==> src/rtl/imm_gen_pipe_if.sv <==
`default_nettype none
// ============================================================================
// Module   : imm_gen_pipe_if
// Brief    : Handshake/data bundle between decode, imm_gen_pipe and execute.
// Revision : 1.0 - initial release
// ============================================================================
interface imm_gen_pipe_if #(
    parameter int XLEN = 32
);
    logic            Flush;
    logic            InValid;
    logic            InReady;
    logic [31:0]     Instr;
    logic [2:0]      ImmSrc;
    logic            OutValid;
    logic            OutReady;
    logic [XLEN-1:0] ImmExt;
    logic [31:0]     InstrOut;
    logic            IllegalImm;
    logic [1:0]      Count;

    // master: the surroundings (decode upstream, execute downstream)
    modport master (
        output Flush, InValid, Instr, ImmSrc, OutReady,
        input  InReady, OutValid, ImmExt, InstrOut, IllegalImm, Count
    );

    // slave: the immediate generator itself
    modport slave (
        input  Flush, InValid, Instr, ImmSrc, OutReady,
        output InReady, OutValid, ImmExt, InstrOut, IllegalImm, Count
    );
endinterface
`default_nettype wire

==> src/rtl/imm_gen_pipe.sv <==
`default_nettype none
// ============================================================================
// Module   : imm_gen_pipe
// Brief    : RV32I immediate generator with a two-entry valid/ready skid buffer.
// Revision : 1.0 - initial release
// ============================================================================
module imm_gen_pipe #(
    parameter int XLEN = 32
) (
    input  logic           clk,
    input  logic           rst_n,
    imm_gen_pipe_if.slave  bus
);

    localparam logic [2:0] c_FMT_I    = 3'b000;
    localparam logic [2:0] c_FMT_S    = 3'b001;
    localparam logic [2:0] c_FMT_B    = 3'b010;
    localparam logic [2:0] c_FMT_U    = 3'b011;
    localparam logic [2:0] c_FMT_J    = 3'b100;
    localparam logic [2:0] c_FMT_ZIMM = 3'b101;

    logic            w_s;
    logic [31:0]     w_imm32;
    logic [XLEN-1:0] w_imm;
    logic            w_ill;
    logic            w_accept;
    logic            w_pop;

    logic            r_main_v;
    logic [XLEN-1:0] r_main_imm;
    logic [31:0]     r_main_instr;
    logic            r_main_ill;
    logic            r_skid_v;
    logic [XLEN-1:0] r_skid_imm;
    logic [31:0]     r_skid_instr;
    logic            r_skid_ill;

    assign w_s = bus.Instr[31];

    // Build a 32-bit value whose bit 31 already equals the wanted fill bit,
    // then sign-extend once to XLEN (zimm has bit 31 clear, so it zero-fills).
    always_comb begin
        w_imm32 = {{20{w_s}}, bus.Instr[31:20]};
        w_ill   = 1'b0;
        case (bus.ImmSrc)
            c_FMT_I:    w_imm32 = {{20{w_s}}, bus.Instr[31:20]};
            c_FMT_S:    w_imm32 = {{20{w_s}}, bus.Instr[31:25], bus.Instr[11:7]};
            c_FMT_B:    w_imm32 = {{20{w_s}}, bus.Instr[7], bus.Instr[30:25],
                                   bus.Instr[11:8], 1'b0};
            c_FMT_U:    w_imm32 = {bus.Instr[31:12], 12'b0};
            c_FMT_J:    w_imm32 = {{12{w_s}}, bus.Instr[19:12], bus.Instr[20],
                                   bus.Instr[30:21], 1'b0};
            c_FMT_ZIMM: w_imm32 = {27'b0, bus.Instr[19:15]};
            default:    w_ill   = 1'b1;
        endcase
    end

    assign w_imm    = XLEN'($signed(w_imm32));

    // InReady depends only on state, so no combinational path from OutReady.
    assign w_accept = bus.InValid & ~r_skid_v & ~bus.Flush;
    assign w_pop    = r_main_v & bus.OutReady;

    always_ff @(posedge clk or negedge rst_n) begin
        if (!rst_n) begin
            r_main_v     <= 1'b0;
            r_main_imm   <= '0;
            r_main_instr <= '0;
            r_main_ill   <= 1'b0;
            r_skid_v     <= 1'b0;
            r_skid_imm   <= '0;
            r_skid_instr <= '0;
            r_skid_ill   <= 1'b0;
        end else if (bus.Flush) begin
            r_main_v <= 1'b0;
            r_skid_v <= 1'b0;
        end else begin
            case ({w_accept, w_pop})
                2'b10: begin
                    if (!r_main_v) begin
                        r_main_v     <= 1'b1;
                        r_main_imm   <= w_imm;
                        r_main_instr <= bus.Instr;
                        r_main_ill   <= w_ill;
                    end else begin
                        r_skid_v     <= 1'b1;
                        r_skid_imm   <= w_imm;
                        r_skid_instr <= bus.Instr;
                        r_skid_ill   <= w_ill;
                    end
                end
                2'b01: begin
                    if (r_skid_v) begin
                        r_main_imm   <= r_skid_imm;
                        r_main_instr <= r_skid_instr;
                        r_main_ill   <= r_skid_ill;
                        r_skid_v     <= 1'b0;
                    end else begin
                        r_main_v     <= 1'b0;
                    end
                end
                2'b11: begin
                    if (r_skid_v) begin
                        r_main_imm   <= r_skid_imm;
                        r_main_instr <= r_skid_instr;
                        r_main_ill   <= r_skid_ill;
                        r_skid_imm   <= w_imm;
                        r_skid_instr <= bus.Instr;
                        r_skid_ill   <= w_ill;
                    end else begin
                        r_main_imm   <= w_imm;
                        r_main_instr <= bus.Instr;
                        r_main_ill   <= w_ill;
                    end
                end
                default: ;
            endcase
        end
    end

    assign bus.InReady    = ~r_skid_v;
    assign bus.OutValid   = r_main_v;
    assign bus.ImmExt     = r_main_imm;
    assign bus.InstrOut   = r_main_instr;
    assign bus.IllegalImm = r_main_ill;
    assign bus.Count      = {1'b0, r_main_v} + {1'b0, r_skid_v};

endmodule
`default_nettype wire

==> src/flat_wrapper.sv <==
// flat-port wrapper written by rule: the top's interface ports become plain ports
module imm_gen_pipe_flat 
#(
    parameter int XLEN = 32
)
  (clk, rst_n, bus_Flush, bus_InValid, bus_Instr, bus_ImmSrc, bus_OutReady, bus_InReady, bus_OutValid, bus_ImmExt, bus_InstrOut, bus_IllegalImm, bus_Count);
  imm_gen_pipe_if #(.XLEN(XLEN)) bus_i ();
  input  logic clk;
  input  logic rst_n;
  input wire logic [$bits(bus_i.Flush)-1:0] bus_Flush;
  input wire logic [$bits(bus_i.InValid)-1:0] bus_InValid;
  input wire logic [$bits(bus_i.Instr)-1:0] bus_Instr;
  input wire logic [$bits(bus_i.ImmSrc)-1:0] bus_ImmSrc;
  input wire logic [$bits(bus_i.OutReady)-1:0] bus_OutReady;
  output wire logic [$bits(bus_i.InReady)-1:0] bus_InReady;
  output wire logic [$bits(bus_i.OutValid)-1:0] bus_OutValid;
  output wire logic [$bits(bus_i.ImmExt)-1:0] bus_ImmExt;
  output wire logic [$bits(bus_i.InstrOut)-1:0] bus_InstrOut;
  output wire logic [$bits(bus_i.IllegalImm)-1:0] bus_IllegalImm;
  output wire logic [$bits(bus_i.Count)-1:0] bus_Count;
  assign bus_i.Flush = bus_Flush;
  assign bus_i.InValid = bus_InValid;
  assign bus_i.Instr = bus_Instr;
  assign bus_i.ImmSrc = bus_ImmSrc;
  assign bus_i.OutReady = bus_OutReady;
  assign bus_InReady = bus_i.InReady;
  assign bus_OutValid = bus_i.OutValid;
  assign bus_ImmExt = bus_i.ImmExt;
  assign bus_InstrOut = bus_i.InstrOut;
  assign bus_IllegalImm = bus_i.IllegalImm;
  assign bus_Count = bus_i.Count;
  imm_gen_pipe #(.XLEN(XLEN)) u_core (.clk(clk), .rst_n(rst_n), .bus(bus_i));
endmodule
==> config.mk <==
export PLATFORM = sky130hd
export DESIGN_NAME = imm_gen_pipe_flat
export DESIGN_NICKNAME = d
export VERILOG_FILES = /design/src/rtl/imm_gen_pipe_if.sv /design/src/rtl/imm_gen_pipe.sv /design/src/flat_wrapper.sv
export SDC_FILE = /design/constraint.sdc
export NUM_CORES = 1
export LEC_CHECK = 0
export ABC_CLOCK_PERIOD_IN_PS = 1500
export BUFFER_PORTS_ARGS = -buffer_cell sky130_fd_sc_hd__buf_2
export CORE_MARGIN = 5
export CORE_UTILIZATION = 45
export CTS_BUF_LIST = sky130_fd_sc_hd__clkbuf_4
export CTS_CLUSTER_DIAMETER = 150
export DETAILED_ROUTE_END_ITERATION = 10
export GPL_TIMING_DRIVEN = 0
export PLACE_DENSITY = 0.75
export SLEW_MARGIN = 10
export SYNTH_ARGS = -nofsm -noshare
export SYNTH_HDL_FRONTEND = slang
export SYNTH_SLANG_ARGS = --single-unit
==> constraint.sdc <==
create_clock -name clk -period 1.5 [get_ports clk]
set_clock_uncertainty 0.05 [all_clocks]
set_input_delay 0 -clock clk [delete_from_list [all_inputs] [get_ports clk]]
set_output_delay 0 -clock clk [all_outputs]
set_load 0.01 [all_outputs]
==> flow_metrics.py <==
metrics = {
    "status": {
        "status": "complete, but fails checks",
        "violations": "negative setup slack",
    },
    "clock_tree": {
        "cts-root-buf": "clkbuf_4",
        "clock-sinks": 132,
        "worstSkewPairLatency_ns": 0.56,
        "tritoncts": "built",
        "numCtsBuffers": 17,
        "clkTransAtPathRegs_ns": 0.11,
        "cts_buffer_depth": 2,
        "htree_levels": 4,
    },
    "pwr": {
        "power.share.combinational": 0.277,
        "power_frac_seq": 0.505,
        "swShare": 0.332,
        "leakage_nw": 3.95,
        "clkPwrFrac": 0.218,
        "power.total_mw": 9.74,
        "p_per_area_mw_per_mm2": 1130,
        "switchingPower_mw": 3.23,
        "ir_worst_vdd_mv": 0.821,
        "p_int_mw": 6.51,
    },
    "worst_setup_path": {
        "cpPeakStageDelay_ns": 0.47,
        "crit_path_top_delay_cell": "dfrtp_2",
        "arrival_ns": 2.05,
        "critPathKind": "reg -> reg",
        "critical_path.top_delay_family": "buffers and inverters",
        "crit_fanout": 7,
        "end_kind": "flop",
        "path_cells": "nor3b_4 > buf_6 > nand2_8 > buf_12 > clkbuf_16 > nand2_4 > o21ai_1",
        "worst-path-buf-inv": 3,
        "cp-start-kind": "flop",
        "critPathRequiredTime_ns": 1.91,
    },
    "yosys": {
        "ys_seq_elements": 132,
        "avgSynthCellArea_sq_um": 9.94,
        "synth_edf_count": 0,
        "syn_area_sq_mm": 0.00600,
        "synthCells": 604,
        "yosysWarnings": 0,
        "synth_nets": 645,
        "yosysSeqAreaShare": 0.550,
        "yosys_most_used_dff": "dfrtp_1",
        "async_flop_share": 1.00,
        "synth.distinct_cells": 36,
    },
    "sta": {
        "fmax_mhz": 608,
        "fin_tns_setup_ns": -11.72,
        "min_period_over_period": 1.10,
        "worst_slack_ns": -0.146,
        "tightest_slew_ns": 0.564,
        "slew_headroom": 0.624,
        "hold_ws_ns": 0.0890,
        "rsz0062_at_grt": "true",
        "fin_crit_ns": 1.65,
        "setup_viol": 117,
        "final_max_slew_viol_count": 0,
        "hold_violations": 0,
    },
    "final_layout": {
        "fin_area_sq_mm": 0.00859,
        "area_delta_synth_final_pct": 43.1,
        "fillers": 1016,
        "regArea_sq_mm": 0.00331,
        "diodes": 0,
        "nNetsFinal": 840,
        "multi_input_area_sq_mm": 0.00287,
        "drive_gt1_frac": 0.431,
    },
    "detailed_routing": {
        "drt-total-wl_microns": 19300,
        "wire_per_inst_microns": 19.5,
        "postRouteAntennaNets": 0,
        "vias": 5666,
        "drtIter0Drc": 569,
        "post-route-drc-count": 0,
        "first_pass_iters": 5,
        "via_per_inst": 5.73,
    },
    "hold_path": {
        "hp-class": "in -> reg",
    },
    "global_route": {
        "track_usage": 0.231,
        "grt_pass1_wl_microns": 28800,
        "grt_pass1_vias": 5431,
        "overflow": 0,
        "grt_max_degree": 77,
        "antenna_found_initial": 0,
    },
    "floorplan": {
        "dieHeight_microns": 126,
        "start_util": 0.457,
        "row_count": 42,
        "dieWidth_microns": 126,
        "ioPinCount": 109,
        "coreArea_sq_mm": 0.0131,
        "die_area_sq_mm": 0.0158,
    },
    "placement": {
        "io_buffers": 106,
        "place_ws_ns": -0.427,
        "dp_hpwl_microns": 12100,
        "place_congestion": 0.906,
        "dpl_cell_area_sq_mm": 0.00689,
    },
    "run": {
        "cap_viol_max_count": 0,
    },
}
layout make-up:
type / instances / share of cell area
Clock buffer: 18 / 0.0157
Buffer: 50 / 0.0619
Tap cell: 176 / 0.0256
Clock inverter: 14 / 0.0111
Multi-Input combinational cell: 421 / 0.334
Inverter: 2 / 0.000874
Timing Repair Buffer: 175 / 0.166
Sequential cell: 132 / 0.385
flip-flops by register name, summed over array words and instances (netlist names):
signal,flops
u_core.bus.IllegalImm,1
u_core.bus.ImmExt,32
u_core.bus.InstrOut,32
u_core.bus.OutValid,1
u_core.r_skid_ill,1
u_core.r_skid_imm,32
u_core.r_skid_instr,32
u_core.r_skid_v,1
per-layer routing:
layer / up-vias / routed length, microns / GRT usage
met3: 46 / 1540 / 0.0661
met5: - / 0 / 0
met4: 0 / 514 / 0.0765
li1: 2543 / - / -
met2: 294 / 9420 / 0.369
met1: 2783 / 7840 / 0.303
power groups by stage:
stage / logic (mW) / clock network, mW / registers (mW)
CTS: 2.38 / 2.13 / 4.83
global placement: 2.03 / 0 / 4.84
global route: 2.94 / 2.32 / 5.00
floorplan: 1.11 / 0 / 4.96
finish: 2.69 / 2.13 / 4.92
detailed placement: 2.13 / 0 / 4.89
path summary, 6_finish.rpt:
check,start,end,slack [ns],cells after the start
setup / recovery,u_core.r_skid_v,u_core.r_skid_imm[2],-0.15,7
hold / removal,bus_ImmSrc[2],u_core.r_skid_ill,0.09,5
max in group asynchronous,rst_n,u_core.r_skid_v,0.18,4
setup reg to reg,u_core.r_skid_v,u_core.r_skid_imm[2],-0.15,7
min in group asynchronous,rst_n,u_core.bus.ImmExt[15],0.46,3
hold reg to reg,u_core.bus.ImmExt[5],u_core.bus.ImmExt[5],0.44,2
Yosys cell counts, types with 2 or more instances:
master,count,area share
dfrtp_1,132,0.55
nand2_1,125,0.078
o21ai_0,42,0.035
a31oi_1,40,0.042
nor2_1,40,0.025
mux2_2,33,0.062
o21ai_1,26,0.022
a22oi_1,24,0.030
buf_2,24,0.020
a21oi_1,18,0.015
a211oi_1,15,0.019
clkbuf_1,13,0.0081
a21o_1,12,0.015
a31o_2,8,0.012
buf_4,8,0.010
nor3b_1,6,0.0075
a22o_1,4,0.0058
buf_1,4,0.0025
mux2i_1,4,0.0067
nor2b_1,4,0.0042
and2_1,3,0.0031
nand2b_1,3,0.0031
inv_1,2,0.0013
nand2_2,2,0.0021
cells in the final DEF (no fill, tap or decap), types with 2 or more instances in the layout:
cell type        n
dfrtp_1        130
buf_2          115
nand2_1         85
dlygate4sd3_1   40
a31oi_1         39
nor2_1          35
mux2_2          33
o21ai_1         31
nand2_2         29
o21ai_2         29
clkbuf_4        20
a21oi_1         18
a211oi_1        15
buf_8           14
a22oi_2         13
nand2_4         12
buf_4           12
a21o_1          12
buf_6           11
a22oi_1         11
clkinv_2        10
buf_12           9
a31o_2           8
o21ai_0          8
clkbuf_16        8
nor3b_1          6
clkbuf_1         5
nor2b_1          4
a22o_1           4
mux2i_1          4
nor2_2           4
buf_16           4
buf_1            3
inv_1            2
nand2b_4         2
nand2_8          2
and2_1           2
clkinv_1         2
dfrtp_2          2
what timing repair did:
item / 4_1_cts / 5_1_grt
gates cloned: 5 / 10
buffers inserted: 10 / 6
endpoints found under the hold margin: 263 / 0
gates resized for setup: 72 / 148
pin swaps: 15 / 58
hold buffers: 40 / 0
endpoints found under the setup margin: 131 / 133
per-stage QoR:
stage	util	std cells
final	0.654	988
after global routing	0.654	988
after CTS	0.606	974
after detailed placement	0.525	887
after global placement	0.522	886
after floorplan	-	604
kinds of logic after synthesis:
kind of cell / count (synthesis) / share of synthesized area
xor+xnor: 1 / 0.00146
compound gates: 191 / 0.198
fa+ha+maj: 1 / 0.00208
simple gates: 190 / 0.136
flops: 132 / 0.550
buf+inv: 52 / 0.0438
mux: 37 / 0.0686
worst min-delay path, delay by kind of cell:
family,cells,cell delay [ns]
buf+inv,3,0.51
compound gates,1,0.07
simple gates,1,0.09
Power figures use the tool's default switching activity.
